==> src/rtl/lenet_pkg.sv <==
// Shared state encoding and digit constants for the LeNet run controller.
package lenet_pkg;

  typedef enum logic [1:0] {
    ST_IDLE = 2'd0,
    ST_GO   = 2'd1,
    ST_RUN  = 2'd2,
    ST_DONE = 2'd3
  } state_t;

  localparam int unsigned DIGIT_W = 4;
  localparam logic [DIGIT_W-1:0] DIGIT_MAX = DIGIT_W'(9);

endpackage

==> src/rtl/lenet_sat_counter.sv <==
// Saturating up-counter with synchronous clear; exposes the value the count
// will take this cycle and whether that value hits the terminal count.
module lenet_sat_counter #(
  parameter int unsigned LAT_W = 20,
  parameter int unsigned TERM  = 500000
) (
  input  logic             i_clk,
  input  logic             i_rst,
  input  logic             i_clr,
  input  logic             i_en,
  output logic [LAT_W-1:0] o_count_inc_c,
  output logic             o_term_c
);

  localparam logic [LAT_W-1:0] CNT_MAX = '1;

  logic [LAT_W-1:0] r_count;
  logic [LAT_W-1:0] w_inc;

  assign w_inc = (r_count == CNT_MAX) ? r_count : r_count + LAT_W'(1);

  always_ff @(posedge i_clk) begin
    if (i_rst) begin
      r_count <= '0;
    end else if (i_clr) begin
      r_count <= '0;
    end else if (i_en) begin
      r_count <= w_inc;
    end
  end

  // Compare wide so a TERM beyond the counter range can never match.
  assign o_count_inc_c = w_inc;
  assign o_term_c      = (64'(w_inc) == 64'(TERM));

endmodule

==> src/rtl/lenet_run_ctrl.sv <==
// Run controller: launches the LeNet core, times it, latches the result.
// Optional LENET_HISTORY_EN adds o_history and o_run_count.
module lenet_run_ctrl
  import lenet_pkg::*;
#(
  parameter int unsigned LAT_W   = 20,
  parameter int unsigned TIMEOUT = 500000
) (
  input  logic               i_clk,
  input  logic               i_rst,
  input  logic               i_start,
  input  logic               i_ready,
  input  logic [DIGIT_W-1:0] i_digit,
  output logic               o_go,
  output logic               o_busy,
  output logic               o_result_valid,
  output logic [DIGIT_W-1:0] o_result_digit,
  output logic               o_result_err,
  output logic [LAT_W-1:0]   o_latency
`ifdef LENET_HISTORY_EN
  ,
  output logic [15:0]        o_history,
  output logic [15:0]        o_run_count
`endif
);

  state_t r_state;
  state_t w_next;

  logic               r_ready_q;
  logic               w_ready_rise;
  logic               w_clr;
  logic               w_en;
  logic               w_done;
  logic               w_timeout;
  logic [LAT_W-1:0]   w_inc;
  logic               w_term;
  logic               w_digit_bad;

  logic               r_go;
  logic               r_busy;
  logic               r_result_valid;
  logic [DIGIT_W-1:0] r_result_digit;
  logic               r_result_err;
  logic [LAT_W-1:0]   r_latency;

  assign w_ready_rise = i_ready & ~r_ready_q;
  assign w_digit_bad  = (i_digit > DIGIT_MAX);

  lenet_sat_counter #(
    .LAT_W (LAT_W),
    .TERM  (TIMEOUT)
  ) u_lat_cnt (
    .i_clk         (i_clk),
    .i_rst         (i_rst),
    .i_clr         (w_clr),
    .i_en          (w_en),
    .o_count_inc_c (w_inc),
    .o_term_c      (w_term)
  );

  always_ff @(posedge i_clk) begin
    if (i_rst) begin
      r_state <= ST_IDLE;
    end else begin
      r_state <= w_next;
    end
  end

  // Edge on ready wins over a timeout landing in the same RUN cycle.
  always_comb begin
    w_next    = r_state;
    w_clr     = 1'b0;
    w_en      = 1'b0;
    w_done    = 1'b0;
    w_timeout = 1'b0;
    case (r_state)
      ST_IDLE: begin
        if (i_start) begin
          w_next = ST_GO;
        end
      end
      ST_GO: begin
        w_clr  = 1'b1;
        w_next = ST_RUN;
      end
      ST_RUN: begin
        w_en = 1'b1;
        if (w_ready_rise) begin
          w_done = 1'b1;
          w_next = ST_DONE;
        end else if (w_term) begin
          w_timeout = 1'b1;
          w_next    = ST_IDLE;
        end
      end
      ST_DONE: begin
        w_next = ST_IDLE;
      end
      default: begin
        w_next = ST_IDLE;
      end
    endcase
  end

  always_ff @(posedge i_clk) begin
    if (i_rst) begin
      r_ready_q <= 1'b0;
    end else begin
      r_ready_q <= i_ready;
    end
  end

  // Outputs are registered off the next state so they line up with it.
  always_ff @(posedge i_clk) begin
    if (i_rst) begin
      r_go           <= 1'b0;
      r_busy         <= 1'b0;
      r_result_valid <= 1'b0;
      r_result_digit <= '0;
      r_result_err   <= 1'b0;
      r_latency      <= '0;
    end else begin
      r_go           <= (w_next == ST_GO);
      r_busy         <= (w_next == ST_GO) || (w_next == ST_RUN);
      r_result_valid <= w_done;
      if (w_done) begin
        r_result_digit <= i_digit;
        r_latency      <= w_inc;
        r_result_err   <= w_digit_bad;
      end else if (w_timeout) begin
        r_result_err <= 1'b1;
      end
    end
  end

  assign o_go           = r_go;
  assign o_busy         = r_busy;
  assign o_result_valid = r_result_valid;
  assign o_result_digit = r_result_digit;
  assign o_result_err   = r_result_err;
  assign o_latency      = r_latency;

`ifdef LENET_HISTORY_EN
  logic [15:0] r_history;
  logic [15:0] r_run_count;

  always_ff @(posedge i_clk) begin
    if (i_rst) begin
      r_history   <= '0;
      r_run_count <= '0;
    end else if (w_done && !w_digit_bad) begin
      r_history   <= {r_history[11:0], i_digit};
      r_run_count <= r_run_count + 16'd1;
    end
  end

  assign o_history   = r_history;
  assign o_run_count = r_run_count;
`endif

endmodule
==> config.mk <==
export PLATFORM = sky130hd
export DESIGN_NAME = lenet_run_ctrl
export DESIGN_NICKNAME = d
export VERILOG_FILES = /design/src/rtl/lenet_pkg.sv /design/src/rtl/lenet_sat_counter.sv /design/src/rtl/lenet_run_ctrl.sv
export SDC_FILE = /design/constraint.sdc
export NUM_CORES = 1
export LEC_CHECK = 0
export CORE_MARGIN = 2
export CORE_UTILIZATION = 30
export CTS_CLUSTER_DIAMETER = 40
export DETAILED_ROUTE_END_ITERATION = 8
export PLACE_DENSITY = 0.51
export SETUP_SLACK_MARGIN = 0.02
export SKIP_LAST_GASP = 1
export SLEW_MARGIN = 0
export SYNTH_ARGS = -nofsm -noshare
export SYNTH_HDL_FRONTEND = slang
export SYNTH_SLANG_ARGS = --single-unit
==> constraint.sdc <==
create_clock -name i_clk -period 4 [get_ports i_clk]
set_input_delay 0.8 -clock i_clk [delete_from_list [all_inputs] [get_ports i_clk]]
set_output_delay 0.8 -clock i_clk [all_outputs]
set_load 0.005 [all_outputs]
==> out/summary.json, run 1 <==
{
  "outcome": {
    "run_status": "finished, final reports clean"
  },
  "global_routing": {
    "grt_antenna_before_repair": 0,
    "grt_first_pass_wirelength_um": 10900,
    "grt_pass1_vias": 2142,
    "grt_max_degree": 29,
    "total_global_routing_overflow": 0,
    "globalRouteTotalUtil": 0.155
  },
  "timing": {
    "timing.final.ws_setup_ps": 1210,
    "rsz0062_at_grt": "no",
    "achievable_frequency_ghz": 0.358,
    "hold_violations": 0,
    "timing.max_slew.rel_slack": 0.368,
    "finalSetupViolCount": 0,
    "clock_skew_ps": 5.20,
    "finalSetupTns_ps": 0,
    "period_minus_slack_ps": 2790,
    "final_min_period_over_clock_period": 0.698,
    "slew_viol_final": 0,
    "worst-slew-pin-transition_ps": 948
  },
  "detailed_routing": {
    "detailroute.wirelength.met3_um": 324,
    "number_of_remaining_drc_errors": 0,
    "vias": 2227,
    "wl_cell_um": 15.1,
    "met1_layer_wirelength_in_the_final_routing_um": 3050,
    "drtAntennaViolNets": 0,
    "via_per_inst": 5.12,
    "routed_wirelength_um": 6570,
    "dr.first_iter.drc_count": 134,
    "routed-wl-met2_um": 3100,
    "highest_layer": "met4",
    "detailedRoute.firstPassIterationCount": 4
  },
  "placed_design": {
    "port_buffers": 35,
    "place.gp.congestion": 0.856,
    "dpl_worst_slack_ps": 1120,
    "hpwlAfterDp_um": 4740
  },
  "layout": {
    "sequential_cell_area_um2": 1020,
    "area.growth.synth_to_final_pct": 19.0,
    "drive_above_1_share": 0.0606,
    "fillCellCount": 867,
    "mostFrequentLayoutCells": "sky130_fd_sc_hd__dfxtp_1 (51), sky130_fd_sc_hd__nor2_1 (45), sky130_fd_sc_hd__clkdlybuf4s50_1 (35)",
    "final_nets": 339,
    "layout.cells.most_common": "sky130_fd_sc_hd__dfxtp_1",
    "antennaDiodeCount": 0,
    "multi_input_comb_area_um2": 1380
  },
  "yosys": {
    "post_synth_num_cell_types": 50,
    "seq_area_frac_synth": 0.404,
    "synth_compound_gate_area_share": 0.190,
    "yosys_warnings": 0,
    "synthesis.nets": 318,
    "yosys.area_share.adder": 0.00990,
    "combinational_family_with_the_most_area_after_synthesis": "simple AND/OR/NAND/NOR gates",
    "synth.ff_latch_count": 51,
    "post_synth_xor_area_fraction": 0.0589,
    "synth-edff-count": 0,
    "synth_ff_type": "sky130_fd_sc_hd__dfxtp_1",
    "ys_async_sr_fraction": 0,
    "mappedNetlistArea_um2": 2530,
    "yosys-mux-area-fraction": 0.00792,
    "synth-simple-area-share": 0.278,
    "synthesis.area_per_instance_um2": 8.21,
    "post_synth_inst_count": 308
  },
  "min_path": {
    "min_to": "o_latency[10]",
    "worst_hold_path.num_cells": 2,
    "hold_path.startpoint": "o_latency[10]",
    "worst_hold_path_type": "flop to flop"
  },
  "worst_setup_path": {
    "rr_worst_depth": 9,
    "worstSetupEndpointType": "flop",
    "timing_worst_setup_path_type": "flop to flop",
    "cp_data_arrival_time_ps": 3040,
    "timing.rr.start": "u_lat_cnt.r_count[0]",
    "critical_path.max_fanout": 7,
    "endpoint_of_the_worst_register_to_register_path": "o_busy",
    "r2r_slack_ps": 1210,
    "req_time_crit_path_ps": 4250,
    "critical_path.startpoint_type": "flop"
  },
  "job": {
    "cap_viol_max_count": 0
  },
  "floorplan": {
    "fp.dieW_um": 95.8,
    "core_area_um2": 8180,
    "floorplan.die.height_um": 95.8,
    "design.portCount": 36,
    "die_area_um2": 9180,
    "start_util": 0.309,
    "rows": 33
  },
  "clock_tree": {
    "cell_at_the_root_of_the_clock_tree": "sky130_fd_sc_hd__clkbuf_8",
    "postCtsSetupBuffers": 0,
    "cts_buffer_depth": 2,
    "clk_pin_slew_worst_setup_hold_paths_ps": 90,
    "tritoncts": "done",
    "worst_skew_pair.late_latency_ps": 300,
    "cts-htree-levels": 2,
    "postCtsHoldBufs": 0,
    "cts.repair.resized": 0,
    "number_of_clock_buffers_inserted_by_tritoncts": 5,
    "count_of_clock_tree_sinks": 51
  },
  "power_and_ir_drop": {
    "power.density_cell_area_nw_per_um2": 314,
    "irDropWorstVdd_mv": 0.109,
    "total_leakage_power_nw": 0.980
  }
}
## power by group
group          total, mW  switching (mW)  internal, mW  leakage (nW)
registers          0.542          0.0166         0.526         0.413
logic              0.105          0.0555        0.0497         0.525
clock network      0.299           0.176         0.123        0.0412
total              0.946           0.248         0.698         0.980
## synth_stat cells (2+ instances only)
cell | number | area, um^2
sky130_fd_sc_hd__nor2_1 | 45 | 169
sky130_fd_sc_hd__nand2_1 | 31 | 116
sky130_fd_sc_hd__ha_1 | 2 | 25.0
sky130_fd_sc_hd__nor3_1 | 4 | 20.0
sky130_fd_sc_hd__nand4_1 | 9 | 56.3
sky130_fd_sc_hd__and4_1 | 5 | 43.8
sky130_fd_sc_hd__a211oi_1 | 19 | 143
sky130_fd_sc_hd__nor2b_1 | 5 | 31.3
sky130_fd_sc_hd__nor4_1 | 4 | 25.0
sky130_fd_sc_hd__a311oi_1 | 4 | 35.0
sky130_fd_sc_hd__or3_1 | 3 | 18.8
sky130_fd_sc_hd__a21oi_2 | 2 | 17.5
sky130_fd_sc_hd__and3_1 | 7 | 43.8
sky130_fd_sc_hd__dfxtp_1 | 51 | 1020
sky130_fd_sc_hd__nand2b_1 | 2 | 12.5
sky130_fd_sc_hd__inv_1 | 4 | 15.0
sky130_fd_sc_hd__nand3_1 | 6 | 30.0
sky130_fd_sc_hd__buf_2 | 6 | 30.0
sky130_fd_sc_hd__mux2i_1 | 2 | 20.0
sky130_fd_sc_hd__xnor2_1 | 11 | 96.3
sky130_fd_sc_hd__a31oi_1 | 5 | 31.3
sky130_fd_sc_hd__o21ai_0 | 11 | 55.1
sky130_fd_sc_hd__a21oi_1 | 23 | 115
sky130_fd_sc_hd__clkbuf_2 | 3 | 15.0
sky130_fd_sc_hd__nand4_4 | 2 | 42.5
sky130_fd_sc_hd__clkbuf_1 | 13 | 48.8
sky130_fd_sc_hd__xor2_1 | 6 | 52.6
## through the flow
step | hold WS (ps) | power, mW | area [um^2] | util | std cells
5_1_grt | 474 | 0.987 | 3010 | 0.368 | 435
2_1_floorplan | 448 | 0.612 | 2530 | - | 308
4_1_cts | 464 | 0.954 | 3010 | 0.368 | 435
3_5_place_dp | 449 | 0.661 | 2920 | 0.358 | 427
6_report | 463 | 0.946 | 3010 | 0.368 | 435
3_3_place_gp | 448 | 0.660 | 2920 | 0.358 | 427
## metal layers
layer,vias to the layer above,track usage
met2,47,0.253
met1,1032,0.206
met5,-,0
met4,0,0.0524
li1,1141,-
met3,7,0.0290
## how the worst max path moves through the flow
stage	from	cells after the start	slack (ps)	end
3_3_place_gp	i_ready	6	1220	o_latency[18]
2_1_floorplan	u_lat_cnt.r_count[0]	10	1680	o_busy
4_1_cts	u_lat_cnt.r_count[0]	9	1190	o_busy
6_report	u_lat_cnt.r_count[0]	9	1210	o_busy
5_1_grt	u_lat_cnt.r_count[0]	9	870	o_busy
3_5_place_dp	i_ready	6	1120	o_latency[15]
## state kept, by name, indices dropped and copies added, names as in the netlist
register           cells
o_busy                 1
o_go                   1
o_latency             20
o_result_digit         4
o_result_err           1
o_result_valid         1
r_ready_q              1
r_state                2
u_lat_cnt.r_count     20
## layout make-up
| cell class | count | share of cell area |
|---|---|---|
| clock inverters | 2 | 0.00416 |
| well taps | 105 | 0.0437 |
| multi-input cells | 228 | 0.457 |
| clock buffers | 6 | 0.0241 |
| repair buffers | 39 | 0.126 |
| inverters | 4 | 0.00499 |
| flip-flops and latches | 51 | 0.339 |
## cell families after synthesis
kind of cell | after synthesis
and+or+nand+nor | 133
adders and majority gates | 2
DFF | 51
buffers and inverters | 29
xor gates and xnor gates | 17
AOI/OAI and AO/OA | 74
muxes | 2
## worst max-delay path, cell delays in order (launching register included)
cell                       delay [ps]
sky130_fd_sc_hd__dfxtp_1          470
sky130_fd_sc_hd__ha_1             300
sky130_fd_sc_hd__nand3_1          260
sky130_fd_sc_hd__nor4_1           390
sky130_fd_sc_hd__o21ai_0          140
sky130_fd_sc_hd__a211oi_1         420
sky130_fd_sc_hd__nand4_1          220
sky130_fd_sc_hd__a21oi_1          200
sky130_fd_sc_hd__ha_1             240
sky130_fd_sc_hd__nor2_1            90
(Power assumes the default switching activity.)
==> run 2, diff against run 1 <==
==> constraint.sdc (replaced) <==
create_clock -name i_clk -period 2.92 [get_ports i_clk]
set_input_delay 0.584 -clock i_clk [delete_from_list [all_inputs] [get_ports i_clk]]
set_output_delay 0.584 -clock i_clk [all_outputs]
set_load 0.005 [all_outputs]
==> run 2 against run 1 <==
Against the previous run:
- core utilization increased by 0.80 points
- first-iteration DRC count decreased by 15%
- maximum frequency increased by 3.2%
- clock skew decreased by 0.55 ps
- cell area increased by 2.2%
- sequential cell count unchanged
- wire length increased by 6.8%
- via count increased by 3.4%
- global-route usage about the same
- sequential share of layout area decreased by 0.72 points
- clock power increased by 53%
- critical endpoint unchanged
- largest cell class unchanged
==> out/summary.json, run 2 (synthesis results as in run 1) <==
{
  "power_and_ir_drop": {
    "power.density_cell_area_nw_per_um2": 439,
    "irDropWorstVdd_mv": 0.210,
    "fin_total_pwr_mw": 1.35,
    "total_leakage_power_nw": 1.02
  },
  "layout": {
    "design_area_um2": 3070,
    "fillCellCount": 857,
    "sequential_cell_area_um2": 1020,
    "area.growth.synth_to_final_pct": 21.6,
    "multi_input_comb_area_um2": 1380,
    "antennaDiodeCount": 0,
    "final_nets": 345,
    "layout.cells.non_filler": 441,
    "core_util_final": 0.376,
    "drive_above_1_share": 0.0833,
    "mostFrequentLayoutCells": "sky130_fd_sc_hd__dfxtp_1 (51), sky130_fd_sc_hd__nor2_1 (45), sky130_fd_sc_hd__clkdlybuf4s50_1 (35)",
    "layout.cells.most_common": "sky130_fd_sc_hd__dfxtp_1"
  },
  "floorplan": {
    "design.portCount": 36,
    "start_util": 0.309,
    "floorplan.die.height_um": 95.8,
    "die_area_um2": 9180,
    "rows": 33,
    "core_area_um2": 8180,
    "fp.dieW_um": 95.8
  },
  "placed_design": {
    "hpwlAfterDp_um": 5050,
    "cells_after_dpl": 433,
    "dpl_worst_slack_ps": 223,
    "place.gp.congestion": 0.944,
    "dpl-instance-area_um2": 2970,
    "port_buffers": 35
  },
  "detailed_routing": {
    "number_of_remaining_drc_errors": 0,
    "routed_wirelength_um": 7020,
    "drtAntennaViolNets": 0,
    "wl_cell_um": 15.9,
    "via_per_inst": 5.22,
    "vias": 2302,
    "dr.first_iter.drc_count": 114,
    "detailedRoute.firstPassIterationCount": 4
  },
  "min_path": {
    "worst_hold_path_type": "flop to flop"
  },
  "clock_tree": {
    "postCtsHoldBufs": 0,
    "cts-htree-levels": 2,
    "tritoncts": "done",
    "count_of_clock_tree_sinks": 51,
    "cell_at_the_root_of_the_clock_tree": "sky130_fd_sc_hd__clkbuf_8",
    "number_of_clock_buffers_inserted_by_tritoncts": 5,
    "clk_pin_slew_worst_setup_hold_paths_ps": 90,
    "postCtsSetupBuffers": 0,
    "worst_skew_pair.late_latency_ps": 300,
    "cts_buffer_depth": 2
  },
  "timing": {
    "timing.final.ws_setup_ps": 215,
    "clock_skew_ps": 4.65,
    "finalSetupTns_ps": 0,
    "final_min_period_over_clock_period": 0.926,
    "whs_ps": 463,
    "timing.max_slew.rel_slack": 0.357,
    "hold_violations": 0,
    "worst-slew-pin-transition_ps": 964,
    "rsz0062_at_grt": "no",
    "finalSetupViolCount": 0,
    "period_minus_slack_ps": 2710,
    "slew_viol_final": 0,
    "achievable_frequency_ghz": 0.370
  },
  "global_routing": {
    "globalRouteTotalUtil": 0.155,
    "grt_first_pass_wirelength_um": 10900,
    "grt_pass1_vias": 2116,
    "grt_max_degree": 28,
    "grt_antenna_before_repair": 0,
    "total_global_routing_overflow": 0
  },
  "outcome": {
    "run_status": "finished, final reports clean"
  },
  "job": {
    "cap_viol_max_count": 0
  },
  "worst_setup_path": {
    "crit_top_cell": "sky130_fd_sc_hd__ha_1",
    "worstSetupEndpointType": "flop",
    "slowest_stage": "sky130_fd_sc_hd__dfxtp_1",
    "req_time_crit_path_ps": 3170,
    "timing_worst_setup_path_type": "flop to flop",
    "critical_path.max_fanout": 7,
    "timing.critical_path.cells": "ha_1, nand3_1, nor4_1, mux2i_1, a211oi_1, nand4_1, a21oi_1, ha_1, nor2_1",
    "critical_path.startpoint_type": "flop",
    "cp_data_arrival_time_ps": 2950,
    "crit_path_max_incr_delay_ps": 450
  }
}
## run 2: routing by layer
layer	part of all wire	GRT usage	wire length, um	vias to the layer above
li1	-	-	-	1153
met1	0.48	0.213	3350	1072
met2	0.46	0.244	3220	69
met3	0.050	0.0290	352	8
met4	0.014	0.0524	97	0
met5	0	0	0	-
## run 2: repair_timing
item	in CTS	in global routing
hold endpoints to repair	0	0
setup endpoints to repair	0	2
gates resized for setup	0	1
## run 2: layout make-up
cell class,count,share of cell area
flip-flops and latches,51,0.332
clock buffers,7,0.0313
inverters,4,0.00488
well taps,105,0.0427
repair buffers,45,0.138
clock inverters,1,0.00244
multi-input cells,228,0.448
## run 2: final timing paths
| path | startpoint | endpoint | slack [ps] | cells past startpoint |
|---|---|---|---|---|
| hold reg to reg | o_latency[8] | o_latency[8] | 460 | 2 |
| hold / removal | o_latency[8] | o_latency[8] | 460 | 2 |
| setup / recovery | u_lat_cnt.r_count[0] | o_busy | 210 | 9 |
| setup reg to reg | u_lat_cnt.r_count[0] | o_busy | 210 | 9 |
## run 2: worst max-delay path: cells and delay by family, from the launching register on
kind / cells / cell delay (ps)
compound gates: 2 / 490
fa+ha+maj: 2 / 560
flops: 1 / 450
mux: 1 / 190
simple gates: 4 / 950
## run 2: power by group
| part | total, mW | internal, mW | switching (mW) |
|---|---|---|---|
| Combinational | 0.150 | 0.0719 | 0.0783 |
| Sequential | 0.742 | 0.720 | 0.0218 |
| Clock | 0.458 | 0.216 | 0.242 |
